<file path="config.mk">
export PLATFORM = sky130hd
export DESIGN_NAME = if_id_queue_flat
export DESIGN_NICKNAME = d
export VERILOG_FILES = /design/src/rtl/if_id_queue_if.sv /design/src/rtl/if_id_queue.sv /design/src/flat_wrapper.sv
export SDC_FILE = /design/constraint.sdc
export NUM_CORES = 1
export LEC_CHECK = 0
export ABC_AREA = 1
export CORE_ASPECT_RATIO = 1.5
export CORE_MARGIN = 2
export CORE_UTILIZATION = 30
export DETAILED_ROUTE_END_ITERATION = 8
export PLACE_DENSITY = 0.51
export SETUP_SLACK_MARGIN = 0.1
export SYNTH_ARGS = -nofsm -noshare
export SYNTH_HDL_FRONTEND = slang
export SYNTH_SLANG_ARGS = --single-unit
</file>
<file path="constraint.sdc">
create_clock -name clk -period 8.9 [get_ports clk]
set_clock_uncertainty 0.05 [all_clocks]
set_input_delay 0.89 -clock clk [delete_from_list [all_inputs] [get_ports clk]]
set_output_delay 0.89 -clock clk [all_outputs]
set_load 0.03 [all_outputs]
</file>
<file path="src/rtl/if_id_queue_if.sv">
// Fetch/decode handshake bundle for the IF/ID decoupling queue.
// The queue takes the slave modport; fetch, decode and branch-flush logic drive the master side.
interface if_id_queue_if #(
  parameter int unsigned DEPTH = 2
);
  localparam int unsigned CW = $clog2(DEPTH + 1);

  logic          flush_i;
  logic          if_valid_i;
  logic [31:0]   if_pc_i;
  logic [31:0]   if_instr_i;
  logic          if_ready_o;
  logic          id_valid_o;
  logic [31:0]   id_pc_o;
  logic [31:0]   id_instr_o;
  logic          id_ready_i;
  logic [CW-1:0] count_o;

  modport master (
    output flush_i, if_valid_i, if_pc_i, if_instr_i, id_ready_i,
    input  if_ready_o, id_valid_o, id_pc_o, id_instr_o, count_o
  );

  modport slave (
    input  flush_i, if_valid_i, if_pc_i, if_instr_i, id_ready_i,
    output if_ready_o, id_valid_o, id_pc_o, id_instr_o, count_o
  );
endinterface

</file>
<file path="src/rtl/if_id_queue.sv">
// IF/ID decoupling FIFO: holds {pc, instr} pairs from fetch and hands them to decode in order.
// A flush empties the queue; outputs reflect registered state only (no enqueue bypass).
module if_id_queue #(
  parameter int unsigned DEPTH = 2,
  parameter logic [31:0] NOP   = 32'h0000_0013
) (
  input logic          clk,
  input logic          rst,
  if_id_queue_if.slave q
);
  localparam int unsigned PW = (DEPTH > 1) ? $clog2(DEPTH) : 1;
  localparam int unsigned CW = $clog2(DEPTH + 1);

  logic [31:0]   pc_mem    [DEPTH];
  logic [31:0]   instr_mem [DEPTH];
  logic [PW-1:0] head;
  logic [PW-1:0] tail;
  logic [CW-1:0] count;
  logic          empty;
  logic          full;
  logic          enq;
  logic          deq;

  assign empty = (count == '0);
  assign full  = (count == CW'(DEPTH));

  // Readiness is taken from count alone, so a full queue refuses fetch even when decode drains.
  always_comb begin
    enq = q.if_valid_i & ~full & ~q.flush_i;
    deq = ~empty & q.id_ready_i & ~q.flush_i;
  end

  always_ff @(posedge clk or negedge rst) begin
    if (!rst) begin
      head  <= '0;
      tail  <= '0;
      count <= '0;
    end else if (q.flush_i) begin
      head  <= '0;
      tail  <= '0;
      count <= '0;
    end else begin
      if (enq) tail <= tail + PW'(1);
      if (deq) head <= head + PW'(1);
      case ({enq, deq})
        2'b10:   count <= count + CW'(1);
        2'b01:   count <= count - CW'(1);
        default: count <= count;
      endcase
    end
  end

  always_ff @(posedge clk) begin
    if (enq) begin
      pc_mem[tail]    <= q.if_pc_i;
      instr_mem[tail] <= q.if_instr_i;
    end
  end

  assign q.if_ready_o = ~full;
  assign q.id_valid_o = ~empty;
  assign q.id_pc_o    = empty ? '0  : pc_mem[head];
  assign q.id_instr_o = empty ? NOP : instr_mem[head];
  assign q.count_o    = count;
endmodule

</file>
<file path="src/flat_wrapper.sv">
// flat-port wrapper written by rule: the top's interface ports become plain ports
module if_id_queue_flat 
#(
  parameter int unsigned DEPTH = 2,
  parameter logic [31:0] NOP   = 32'h0000_0013
)
  (clk, rst, q_flush_i, q_if_valid_i, q_if_pc_i, q_if_instr_i, q_id_ready_i, q_if_ready_o, q_id_valid_o, q_id_pc_o, q_id_instr_o, q_count_o);
  if_id_queue_if #(.DEPTH(DEPTH)) q_i ();
  input logic clk;
  input logic rst;
  input wire logic [$bits(q_i.flush_i)-1:0] q_flush_i;
  input wire logic [$bits(q_i.if_valid_i)-1:0] q_if_valid_i;
  input wire logic [$bits(q_i.if_pc_i)-1:0] q_if_pc_i;
  input wire logic [$bits(q_i.if_instr_i)-1:0] q_if_instr_i;
  input wire logic [$bits(q_i.id_ready_i)-1:0] q_id_ready_i;
  output wire logic [$bits(q_i.if_ready_o)-1:0] q_if_ready_o;
  output wire logic [$bits(q_i.id_valid_o)-1:0] q_id_valid_o;
  output wire logic [$bits(q_i.id_pc_o)-1:0] q_id_pc_o;
  output wire logic [$bits(q_i.id_instr_o)-1:0] q_id_instr_o;
  output wire logic [$bits(q_i.count_o)-1:0] q_count_o;
  assign q_i.flush_i = q_flush_i;
  assign q_i.if_valid_i = q_if_valid_i;
  assign q_i.if_pc_i = q_if_pc_i;
  assign q_i.if_instr_i = q_if_instr_i;
  assign q_i.id_ready_i = q_id_ready_i;
  assign q_if_ready_o = q_i.if_ready_o;
  assign q_id_valid_o = q_i.id_valid_o;
  assign q_id_pc_o = q_i.id_pc_o;
  assign q_id_instr_o = q_i.id_instr_o;
  assign q_count_o = q_i.count_o;
  if_id_queue #(.DEPTH(DEPTH), .NOP(NOP)) u_core (.clk(clk), .rst(rst), .q(q_i));
endmodule
</file>
== Word level (Yosys, flattened, before mapping) ==
Memory sizes are Yosys's and may differ from the RTL's.
Index checks and enable logic that the tools add are counted.
Widths: inputs -> output; s select.

* $add $sub $neg: 4
* Multipliers: 0
* Divide/modulo/power cells: 0
* Magnitude comparators: 0
* Eq/ne operators: 3
* Shift operators: 0
* Multiplexer cells: 10
* Bitwise gates (word level): 7
* Reduce and logical (&&, ||, !) cells: 4

{| class="wikitable"
|+ Operators by type and width
! operator !! count
|-
| $mux 32 || 2
|-
| $mux 1 || 6
|-
| $and 1x1->1 || 4
|-
| $eq 2x2->1 const B || 2
|-
| $pmux 2 s2 || 1
|-
| $reduce_bool 2->1 || 2
|-
| $not 1->1 || 3
|-
| $reduce_bool 3->1 || 1
|-
| $add 1x1->1 const B || 2
|-
| $add 2x1->2 const B || 1
|-
| $eq 2x1->1 const B || 1
|-
| $logic_not 2->1 || 1
|-
| $mux 2 || 1
|-
| $sub 2x1->2 const B || 1
|}

* Bits in registers: 4
* Bits in latches: 0
* Bits in writable memories: 128
* Memory bits (read-only): 0
* Word-level logic and storage cells: 33
* Memories kept: 2

{| class="wikitable"
|+ Memories
! name !! depth !! width !! rd ports !! clocked after Yosys merged registers in !! write ports !! line !! text
|-
| u_core.instr_mem || 2 || 32 || 1 || 0 || 1 || if_id_queue.sv:15 || <nowiki>logic [31:0] instr_mem [DEPTH];</nowiki>
|-
| u_core.pc_mem || 2 || 32 || 1 || 0 || 1 || if_id_queue.sv:14 || <nowiki>logic [31:0] pc_mem [DEPTH];</nowiki>
|}

== Depth between registers and ports, before layout ==
* Depth after elaboration: 7
* Mapped depth: 8
* Mapped depth without buffers: 8

== Worst setup path before layout ==
OpenSTA, ideal clock, no wires.

* Kind: input port to flip-flop
* Start point: in q_flush_i
* End point: mem u_core.instr_mem[0][0] (enable)
* Setup time: 0.487 ns
* Data arrival time: 3.799 ns
* Required time: 8.363 ns
* Setup slack: 4.564 ns
* Stages on the path: 3
* Path buffers: 0
* Cells stage by stage: inv_1 -> nand3_1 -> nor2_1

* Word-level cells in the longest chain between the ends: 4

{| class="wikitable"
|+ Ends and longest elaborated chain
! what !! line !! text
|-
| start, declared || flat_wrapper.sv:11 || <nowiki>input wire logic [$bits(q_i.flush_i)-1:0] q_flush_i;</nowiki>
|-
| $not 1->1 || if_id_queue.sv:29 || <nowiki>enq = q.if_valid_i & ~full & ~q.flush_i;</nowiki>
|-
| $and 1x1->1 || if_id_queue.sv:29 ||
|-
| $mux 1 || if_id_queue.sv:54 || <nowiki>if (enq) begin</nowiki>
|-
| $mux 1 (implied by the code) || if_id_queue.sv:56 || <nowiki>instr_mem[tail] <= q.if_instr_i;</nowiki>
|-
| end, declared || if_id_queue.sv:15 ||
|}

No other way between the ends.

== Final worst setup path ==
* Start point: reg u_core.head
* End point: out q_id_pc_o[7]

* Word-level cells in the longest chain between the ends: 2

{| class="wikitable"
|+ Ends and longest elaborated chain
! what !! line !! text
|-
| start, declared || if_id_queue.sv:16 || <nowiki>logic [PW-1:0] head;</nowiki>
|-
| start signal, assigned || if_id_queue.sv:44 || <nowiki>if (deq) head <= head + PW'(1);</nowiki>
|-
| $mem_v2 2x32 || - ||
|-
| $mux 32 || if_id_queue.sv:62 || <nowiki>assign q.id_pc_o = empty ? '0 : pc_mem[head];</nowiki>
|-
| end, declared || flat_wrapper.sv:18 || <nowiki>output wire logic [$bits(q_i.id_pc_o)-1:0] q_id_pc_o;</nowiki>
|}

No other way between the ends.

==> run metrics <==
CTS Hold Bufs 0; Pleak 2.47 nW; Mapped Cells 376; Die X 109 um; hpwl dp 7580 um; Die Area 17700 um2; crit-path cells buf_4 -> inv_2 -> buf_4 -> nand2_1 -> a21oi_1 -> clkdlybuf4s50_1; Crit path arrival time 3150 ps; Design Area, Final 7090 um2; Synth area leaders edfxtp_1 77%, nand2_1 10%, a21oi_1 6.2%; syn_area_per_cell 13.3 um2; Setup violations, final 0; largest net degree at the start of global routing 66; CTS Sinks 132; syn_nets 445; DR pass1 iterations 4; Worst Hold Class register to register; clock transition at the registers of the reported paths 50 ps; VDD IR max 0.000119 V; Final Hold Vio Count 0; CTS tree done; Tot GR Track Use 14.2%; gr ovfl total 0; predominant post-synthesis flop cell edfxtp_1; post-CTS sizing 0; setup ws final 4810 ps; final max-slew violation count 0; most frequent CP cell buf_4; Netlist cell types 16; crit-path leading delay family buffers and inverters; Worst Max-Slew Pin Slew 900 ps; first-pass GRT wire length 18600 um; Startpoint Class register; fmax 245 MHz; WL per Instance 16.4 um; flops & latches, synth 132; H-tree levels 4; Clock Tree Buf Depth 2; count leader, synth nand2_1; area of the core 16300 um2; Slowest-stage cell, CP clkdlybuf4s50_1; sequential area share after synthesis 78.8%; Final min period 4090 ps; detailed-route via count 3345; Max-Cap Viols 0; initial antenna violation count 0; RSZ-0062 raised after global routing false; Detailed Route WL 12000 um; ant diodes 0; WP data required 7960 ps; status complete, no violations; number of remaining DRC errors 0; # port buffers 136; CTS Buf Count 17; Async SR Flop Fraction 3.03%; Initial Util 30.8%; pre-CTS WS 5210 ps; PwrDens 308 nW/um2; Rel. slew slack 40.0%; EDFF count, synth 128; clk_lat worst skew 410 ps; vias in the first global route 3459; Ports 137; setup_tns 0 ps; area added between synthesis and finish 41.8%; chip height 162 um; Critical Path Max Stage Delay 700 ps; DR iter-0 viols 135; post-synth top area share 76.8%; Routed Antenna Nets 0; layout cells sized above 1 7.95%; largest fanout on the critical path 65; vias per cell 4.56; period utilization 45.9%; Synth Warn # 0; Root Driver clkbuf_16; Post-synth top cells 135 x nand2_1, 128 x edfxtp_1, 62 x a21oi_1; Post-Syn Area 5000 um2; FP Rows 57; Crit Path Category register to output port; Setup Buffers After CTS 0; Area after DPL 6580 um2; dominant cell type by area after synthesis edfxtp_1; final cell utilization of the core 43.6%; routability cong. 0.735; final net count 585; buffers and inverters on the worst path 4; CP Capture Type output port
[area by class of cell]
| cell class | count | area (um2) |
|---|---|---|
| flip-flops and latches | 132 | 3950 |
| fillers | 1524 | 9170 |
| multi-input cells | 217 | 950 |
| clock inverters | 14 | 90.1 |
| well taps | 206 | 258 |
| inverters | 7 | 26.3 |
| clock buffers | 17 | 425 |
| repair buffers | 141 | 1400 |
[routing by layer]
metal	global-route usage, %	up-vias	part of all wire [%]
li1	-	1602	-
met1	15.1	1639	37
met2	25.9	87	57
met3	3.09	17	4.1
met4	6.96	0	1.9
met5	0	-	0
[worst paths after layout]
| kind | startpoint | to | slack, ps | depth (start not counted) |
|---|---|---|---|---|
| min in group asynchronous | rst | u_core.q.count_o[1] | 630 | 1 |
| setup / recovery | u_core.head | q_id_pc_o[7] | 4810 | 6 |
| setup reg to reg | u_core.q.count_o[0] | u_core.pc_mem[1][29] | 6480 | 5 |
| hold reg to reg | u_core.tail | u_core.tail | 540 | 1 |
| max in group asynchronous | rst | u_core.head | 7970 | 1 |
| hold / removal | u_core.tail | u_core.tail | 540 | 1 |
[stage by stage]
stage          instances  total power [mW]  hold slack [ps]
6_report             734              2.18              535
4_1_cts              734              2.22              533
2_1_floorplan        376              1.26              433
3_3_place_gp         703              1.60              506
5_1_grt              734              2.29              580
3_5_place_dp         703              1.61              530
[flip-flops by register name, summed over array words and instances, names as in the netlist]
| name | cells |
|---|---|
| u_core.instr_mem | 64 |
| u_core.tail | 1 |
| u_core.q.count_o | 2 |
| u_core.pc_mem | 64 |
| u_core.head | 1 |
[layout by cell type, fill, tap and decap left out, drive strengths merged]
cell type / synthesis / final
edfxtp: 128 / 128
xor2: 1 / 1
buf: 19 / 5
nand2: 136 / 136
nand3: 7 / 7
o21ai: 2 / 2
clkinv: 1 / 9
a21oi: 62 / 62
xnor2: 1 / 1
clkinvlp: 0 / 4
clkdlybuf4s50: 0 / 136
inv: 6 / 8
nor2: 7 / 7
clkbuf: 1 / 17
o21bai: 1 / 1
dfrtp: 4 / 4
[power breakdown]
group / leakage [nW] / switching [mW] / internal, mW / total (mW)
Clock: 0.248 / 0.258 / 0.351 / 0.608
Combinational: 0.997 / 0.523 / 0.291 / 0.814
Sequential: 1.22 / 0.0189 / 0.744 / 0.763
Total: 2.47 / 0.799 / 1.39 / 2.18
[kinds of logic after synthesis]
| logic type | Yosys count | synth area share, % |
|---|---|---|
| buf+inv | 27 | 2.50 |
| xor+xnor | 2 | 0.350 |
| simple gates | 150 | 11.8 |
| compound gates | 65 | 6.55 |
| flops | 132 | 78.8 |
[worst reg2reg max path: cells and delay by family, from the launching register on]
| family | cells | cell delay (ps) |
|---|---|---|
| and+or+nand+nor | 3 | 790 |
| buffers and inverters | 2 | 700 |
| DFF | 1 | 480 |
Note: power is estimated with default switching activity, not from simulation.
